<file path="config.mk">
export PLATFORM = sky130hd
export DESIGN_NAME = fpu_seq
export DESIGN_NICKNAME = d
export VERILOG_FILES = /design/src/rtl/fpu_seq.sv
export SDC_FILE = /design/constraint.sdc
export NUM_CORES = 1
export LEC_CHECK = 0
export CAP_MARGIN = 5
export CORE_UTILIZATION = 40
export CTS_BUF_LIST = sky130_fd_sc_hd__clkbuf_4 sky130_fd_sc_hd__clkbuf_8 sky130_fd_sc_hd__clkbuf_16
export DETAILED_ROUTE_END_ITERATION = 16
export SKIP_LAST_GASP = 1
export SLEW_MARGIN = 20
export SYNTH_ARGS = -nofsm -noshare
export SYNTH_HDL_FRONTEND = slang
export SYNTH_SLANG_ARGS = --single-unit
</file>
<file path="constraint.sdc">
create_clock -name clk -period 11.25 [get_ports clk]
set_input_delay 2.25 -clock clk [delete_from_list [all_inputs] [get_ports clk]]
set_output_delay 2.25 -clock clk [all_outputs]
set_load 0.005 [all_outputs]
</file>
<file path="src/rtl/fpu_seq.sv">
// Request queue and sequencer that feeds one operation at a time to an external FPU and holds each result until the consumer takes it.
// Optional WAIT-state timeout is enabled with the FPU_SEQ_TIMEOUT_EN macro.
module fpu_seq #(
    parameter int DEPTH   = 4,
    parameter int TIMEOUT = 64
) (
    input  logic        clk,
    input  logic        rst,
    input  logic        req_valid,
    output logic        req_ready,
    input  logic [1:0]  req_funct,
    input  logic [31:0] req_a,
    input  logic [31:0] req_b,
    output logic [1:0]  fpu_funct,
    output logic [31:0] fpu_a,
    output logic [31:0] fpu_b,
    output logic        fpu_start,
    input  logic [31:0] fpu_o,
    input  logic        fpu_finish,
    output logic        rsp_valid,
    input  logic        rsp_ready,
    output logic [1:0]  rsp_funct,
    output logic [31:0] rsp_o,
    output logic        rsp_err,
    output logic        busy
);

    localparam int AW = (DEPTH > 1) ? $clog2(DEPTH) : 1;

    typedef enum logic [1:0] {S_IDLE, S_ISSUE, S_WAIT, S_HOLD} state_t;

    state_t        state, state_n;
    logic [1:0]    q_funct [DEPTH];
    logic [31:0]   q_a     [DEPTH];
    logic [31:0]   q_b     [DEPTH];
    logic [AW-1:0] wr_ptr, rd_ptr;
    logic [AW:0]   count;
    logic          push, pop, timeout;

    assign req_ready = (count < (AW+1)'(DEPTH));
    assign push      = req_valid && req_ready;
    assign fpu_start = (state == S_ISSUE);
    assign busy      = (state != S_IDLE) || (count != '0);

    always_ff @(posedge clk) begin
        if (push) begin
            q_funct[wr_ptr] <= req_funct;
            q_a[wr_ptr]     <= req_a;
            q_b[wr_ptr]     <= req_b;
        end
    end

    // Pointers wrap naturally because DEPTH is a power of two.
    always_ff @(posedge clk or posedge rst) begin
        if (rst) begin
            wr_ptr <= '0;
            rd_ptr <= '0;
            count  <= '0;
        end else begin
            if (push) wr_ptr <= wr_ptr + AW'(1);
            if (pop)  rd_ptr <= rd_ptr + AW'(1);
            case ({push, pop})
                2'b10:   count <= count + (AW+1)'(1);
                2'b01:   count <= count - (AW+1)'(1);
                default: count <= count;
            endcase
        end
    end

    always_ff @(posedge clk or posedge rst) begin
        if (rst) state <= S_IDLE;
        else     state <= state_n;
    end

    always_comb begin
        state_n = state;
        pop     = 1'b0;
        case (state)
            S_IDLE: begin
                if (count != '0) begin
                    pop     = 1'b1;
                    state_n = S_ISSUE;
                end
            end
            S_ISSUE: state_n = S_WAIT;
            S_WAIT:  if (fpu_finish || timeout) state_n = S_HOLD;
            S_HOLD:  if (rsp_ready) state_n = S_IDLE;
            default: state_n = S_IDLE;
        endcase
    end

    // Operand registers stay put from ISSUE until the next pop.
    always_ff @(posedge clk or posedge rst) begin
        if (rst) begin
            fpu_funct <= '0;
            fpu_a     <= '0;
            fpu_b     <= '0;
        end else if (pop) begin
            fpu_funct <= q_funct[rd_ptr];
            fpu_a     <= q_a[rd_ptr];
            fpu_b     <= q_b[rd_ptr];
        end
    end

    always_ff @(posedge clk or posedge rst) begin
        if (rst) begin
            rsp_valid <= 1'b0;
            rsp_funct <= '0;
            rsp_o     <= '0;
        end else if (state == S_WAIT && fpu_finish) begin
            rsp_valid <= 1'b1;
            rsp_funct <= fpu_funct;
            rsp_o     <= fpu_o;
        end else if (timeout) begin
            rsp_valid <= 1'b1;
            rsp_funct <= fpu_funct;
            rsp_o     <= 32'h7FC0_0000;
        end else if (state == S_HOLD && rsp_ready) begin
            rsp_valid <= 1'b0;
        end
    end

`ifdef FPU_SEQ_TIMEOUT_EN
    localparam int CW = $clog2(TIMEOUT + 1);
    logic [CW-1:0] wcnt;
    logic          rsp_err_q;

    // A finish on the last counted cycle still wins over the timeout.
    assign timeout = (state == S_WAIT) && !fpu_finish && (wcnt == CW'(TIMEOUT - 1));
    assign rsp_err = rsp_err_q;

    always_ff @(posedge clk or posedge rst) begin
        if (rst)                  wcnt <= '0;
        else if (state != S_WAIT) wcnt <= '0;
        else                      wcnt <= wcnt + CW'(1);
    end

    always_ff @(posedge clk or posedge rst) begin
        if (rst)                                   rsp_err_q <= 1'b0;
        else if (state == S_WAIT && fpu_finish)    rsp_err_q <= 1'b0;
        else if (timeout)                          rsp_err_q <= 1'b1;
    end
`else
    assign timeout = 1'b0;
    assign rsp_err = 1'b0;
`endif

endmodule
</file>
* Word-level counts from Yosys, hierarchy flattened *
Memories as Yosys holds them, arrays and structs flattened. A register that Yosys moved wholly into a read port is not among the register bits.
Index checks and enable logic that the tools add are counted.

storage, ports and cells
  bits in read-only memories = 0
  flip-flop bits (word level) = 44
  memories = 3
  output and inout port bits = 105
  memory bits (writable) = 264
  bits in latches = 0

memory list
  memory   words  bits a word  read ports  clocked after Yosys merged registers in  write ports  RTL line  source
  q_a      4      32           1           1                                        1            34        logic [31:0] q_a [DEPTH];
  q_b      4      32           1           1                                        1            35        logic [31:0] q_b [DEPTH];
  q_funct  4      2            1           1                                        1            33        logic [1:0] q_funct [DEPTH];

operators by class
  shift operators = 0
  mux-type cells = 11
  equality and inequality tests = 8
  reductions and logical operators = 10
  magnitude comparators = 1
  add/subtract/negate cells = 4
  multiply operators = 0
  divide/modulo/power cells = 0
  bitwise gates (word level) = 0

operator list
  kind                                              number
  case mux 2 bit (4 select lines)                   1
  == test 2 bit, second input constant              3
  2-to-1 mux 1 bit                                  6
  2-to-1 mux 2 bit                                  3
  inequality test 2 bit, second input constant      3
  case mux 3 bit (2 select lines)                   1
  nonzero test 2 bit                                3
  adder 2 x 1 -> 2 bit, second input constant       2
  == test 2 x 1 -> 1 bit, second input constant     2
  adder 3 x 1 -> 3 bit, second input constant       1
  logical AND 1 bit                                 3
  < comparator 3 bit, second input constant         1
  AND reduction 3 bit                               1
  nonzero test 3 bit                                1
  subtractor 3 x 1 -> 3 bit, second input constant  1
  logical NOT 2 bit                                 1
  logical OR 1 bit                                  1

* Depth between registers and ports, before layout *
  depth in word-level cells = 5
  gate-level depth with buffers = 11
  depth with buffers taken out = 10

* Least setup slack after synthesis *
OpenSTA, ideal clock, no wires.

  path type = input -> register
  start point = input port req_valid
  end point = memory q_a[0][0], enable pin
  cell stages on the path = 3
  data arrival time = 4.171 ns
  path slack = 6.648 ns
  data required time = 10.819 ns
  setup time = 0.431 ns
  cells stage by stage = nor2b_1 clkbuf_1 and2_1

on the way
  longest elaborated chain between the ends = 3

ends and longest elaborated chain
  item                                    RTL line  source
  start, declared                         9         input logic req_valid,
  logical AND 1 bit                       41        assign push = req_valid && req_ready;
  2-to-1 mux 1 bit                        46        if (push) begin
  2-to-1 mux 1 bit (not written as such)  48        q_a[wr_ptr] <= req_a;
  end, declared                           34

No other way between the ends.

* Worst setup path in the final report *
  start point = register state[0]
  end point = output port busy

on the way
  longest elaborated chain between the ends = 2

ends and longest elaborated chain
  item                    RTL line  source
  start, declared         32        state_t state, state_n;
  start signal, assigned  72        else state <= state_n;
  nonzero test 2 bit      43        assign busy = (state != S_IDLE) || (count != '0);
  logical OR 1 bit        43
  end, declared           25        output logic busy

No other way between the ends.

==> results.yml <==
hold_path:
  hold_path.class: "reg -> reg"
floorplan:
  core_sq_um: 33900
  io_pins: 208
  die_y_um: 188
  fp.dieW_um: 188
  initial_core_util_pct: 41.0
  placementRows: 67
  dieArea_sq_um: 35500
logic_synthesis:
  synth_edf_count: 264
  ys_warn_count: 0
  syn_nets: 873
  synth_ff_type: "edfxtp_1"
  synth_cells: 759
  yosysUniqueCellTypes: 26
  syn-cell-area_sq_um: 13900
  ys_ff_latch: 374
  yosysSeqAreaShare_pct: 76.8
  async_flop_share_pct: 29.4
  synth_area_per_cell_sq_um: 18.3
clock_tree:
  path_clk_slew_ns: 0.06
  cts_root_buffer: "clkbuf_16"
  cts_max_level: 2
  cts_tree: "yes"
  clock_path_buffers: 3
  ctsResizeCount: 0
  clock_sinks: 374
  worstSkewPairLatency_ns: 0.52
  cts_buffers: 39
  holdBufCountCts: 0
  cts_setup_buffers: 0
worst_setup_path:
  start_kind: "flip-flop"
  rrSetupSlack_ns: 8.03
  setup.worst_path.end: "busy"
  path_max_fanout: 4
  r2r_start: "state[0]$_DFFE_PP0P_"
  arrival_ns: 1.85
  end_kind: "output port"
  crit_required_ns: 9.00
  reg2reg_depth: 12
  cp-startpoint: "state[0]$_DFFE_PP0P_"
  reg2reg_to: "count[2]$_DFFE_PP0P_"
  critical_path_class: "reg -> out"
sta:
  slew_headroom_pct: 30.2
  setup_slack_ns: 7.15
  hold_violations: 0
  fin_crit_ns: 4.10
  clock_skew_ns: 0.0196
  final-setup-viol-count: 0
  worst_slew_pin_slew_ns: 1.05
  setup_tns_ns: 0
  finalCritPeriodShare_pct: 36.4
  rsz0062_at_grt: "false"
  fmax_mhz: 244
  slew_violations: 0
global_route:
  grt-busiest-layer: "met2"
  grt_pass1_vias: 7420
  antenna_found_initial: 1
  use_met2_pct: 24.6
  grtUsageMet3_pct: 3.37
  grt_max_degree: 69
  grt_overflow: 0
  grt_util_all_layers_pct: 15.4
  met1_usage_pct: 21.5
  grt_pass1_wl_mm: 42.1
finish:
  final_common_cell: "edfxtp_1"
  syn_to_final_growth_pct: 27.3
  fillers: 2794
  drive_gt1_share_pct: 18.2
  nNetsFinal: 1091
  final_cell_mix: "264 x edfxtp_1, 206 x nand2_1, 206 x clkdlybuf4s50_1"
place:
  gp_congestion: 0.700
  pre_cts_slack_ns: 6.66
  dp_hpwl_mm: 15.4
  port_buffers: 206
route:
  wirelength_mm: 26.9
  drtAntennaViolNets: 0
  via_count: 7008
  drt-vias-per-instance: 4.81
  wl_per_cell_um: 18.4
  first_pass_iters: 5
  drc: 0
  drtIter0Drc: 420
pwr:
  ir_drop_mv: 0.114
  power_leakage_nw: 6.58
  power_density_nw_per_um2: 263
run_status:
  status: "completed"
run:
  drv_cap: 0
[synthesized netlist by cell type (2+ instances only)]
cell / instances / share of area, %
mux2_2: 35 / 2.8
o21ai_0: 2 / 0.072
xnor2_1: 5 / 0.32
clkbuf_1: 7 / 0.19
buf_12: 3 / 0.43
nand2_1: 206 / 5.6
ha_1: 10 / 0.90
edfxtp_1: 264 / 57
nor2_1: 2 / 0.054
mux4_2: 66 / 11
inv_1: 12 / 0.32
buf_4: 5 / 0.27
buf_2: 14 / 0.50
dfrtp_1: 110 / 20
buf_1: 4 / 0.11
and2_1: 4 / 0.18
[cells by family after synthesis]
group | share of synthesized area [%]
other | 0.0270
xor gates and xnor gates | 0.378
DFF | 76.8
AOI/OAI and AO/OA | 0.297
adders and majority gates | 1.04
muxes | 13.6
and+or+nand+nor | 5.88
buffers and inverters | 1.94
[how the worst min path moves through the flow]
stage          cells past startpoint  slack (ns)             startpoint                     to
2_1_floorplan                      2        0.47  rsp_valid$_DFFE_PP0P_  rsp_valid$_DFFE_PP0P_
3_3_place_gp                       2        0.46  fpu_b[27]$_DFFE_PP0P_  fpu_b[27]$_DFFE_PP0P_
3_5_place_dp                       2        0.46  fpu_a[27]$_DFFE_PP0P_  fpu_a[27]$_DFFE_PP0P_
4_1_cts                            2        0.48  fpu_a[27]$_DFFE_PP0P_  fpu_a[27]$_DFFE_PP0P_
5_1_grt                            2        0.50  fpu_b[30]$_DFFE_PP0P_  fpu_b[30]$_DFFE_PP0P_
6_report                           2        0.47  fpu_a[27]$_DFFE_PP0P_  fpu_a[27]$_DFFE_PP0P_
[registers in the layout, indices dropped and copies added (netlist names), 3 cells and up]
| register | flops |
|---|---|
| fpu_a | 32 |
| fpu_b | 32 |
| count | 3 |
| q_a | 128 |
| q_b | 128 |
| q_funct | 8 |
| rsp_o | 32 |
[power breakdown]
| part | leakage (nW) | internal, mW | switching [mW] |
|---|---|---|---|
| combinational | 2.17 | 0.749 | 0.553 |
| sequential | 3.74 | 1.83 | 0.228 |
| clock | 0.669 | 0.788 | 0.499 |
| total | 6.58 | 3.37 | 1.28 |
[layout make-up]
type | instances | area, sq um | area share [%]
tap | 448 | 561 | 3.17
multi-input combinational | 338 | 2960 | 16.7
inverter | 13 | 51.3 | 0.290
clock buffer | 60 | 1250 | 7.05
sequential | 374 | 10700 | 60.4
timing repair buffer | 211 | 2100 | 11.9
antenna | 1 | 2.50 | 0.0141
clock inverter | 11 | 82.6 | 0.467
[routing by layer]
metal  routed length, um  up-vias
li1                    -     3237
met1               12200     3525
met2               12600      216
met5                   0        -
met3                1630       30
met4                 452        0
[critical path, cell delays in order, from the launching register on]
cell and delay [ns]:
dfrtp_1 0.37, inv_1 0.10, ha_1 0.26, nand2_1 0.08, clkdlybuf4s50_1 0.51
[per-stage QoR]
step | instance area, sq um | instances | hold WS, ns | utilization (%) | total power [mW]
3_3_place_gp | 16400 | 1384 | 0.457 | 48.3 | 3.41
3_5_place_dp | 16400 | 1384 | 0.463 | 48.3 | 3.43
4_1_cts | 17700 | 1455 | 0.478 | 52.2 | 4.73
2_1_floorplan | 13900 | 759 | 0.467 | - | 2.82
5_1_grt | 17700 | 1455 | 0.497 | 52.2 | 4.92
6_report | 17700 | 1456 | 0.474 | 52.2 | 4.65
No activity file was read; power rests on OpenSTA's default activity.
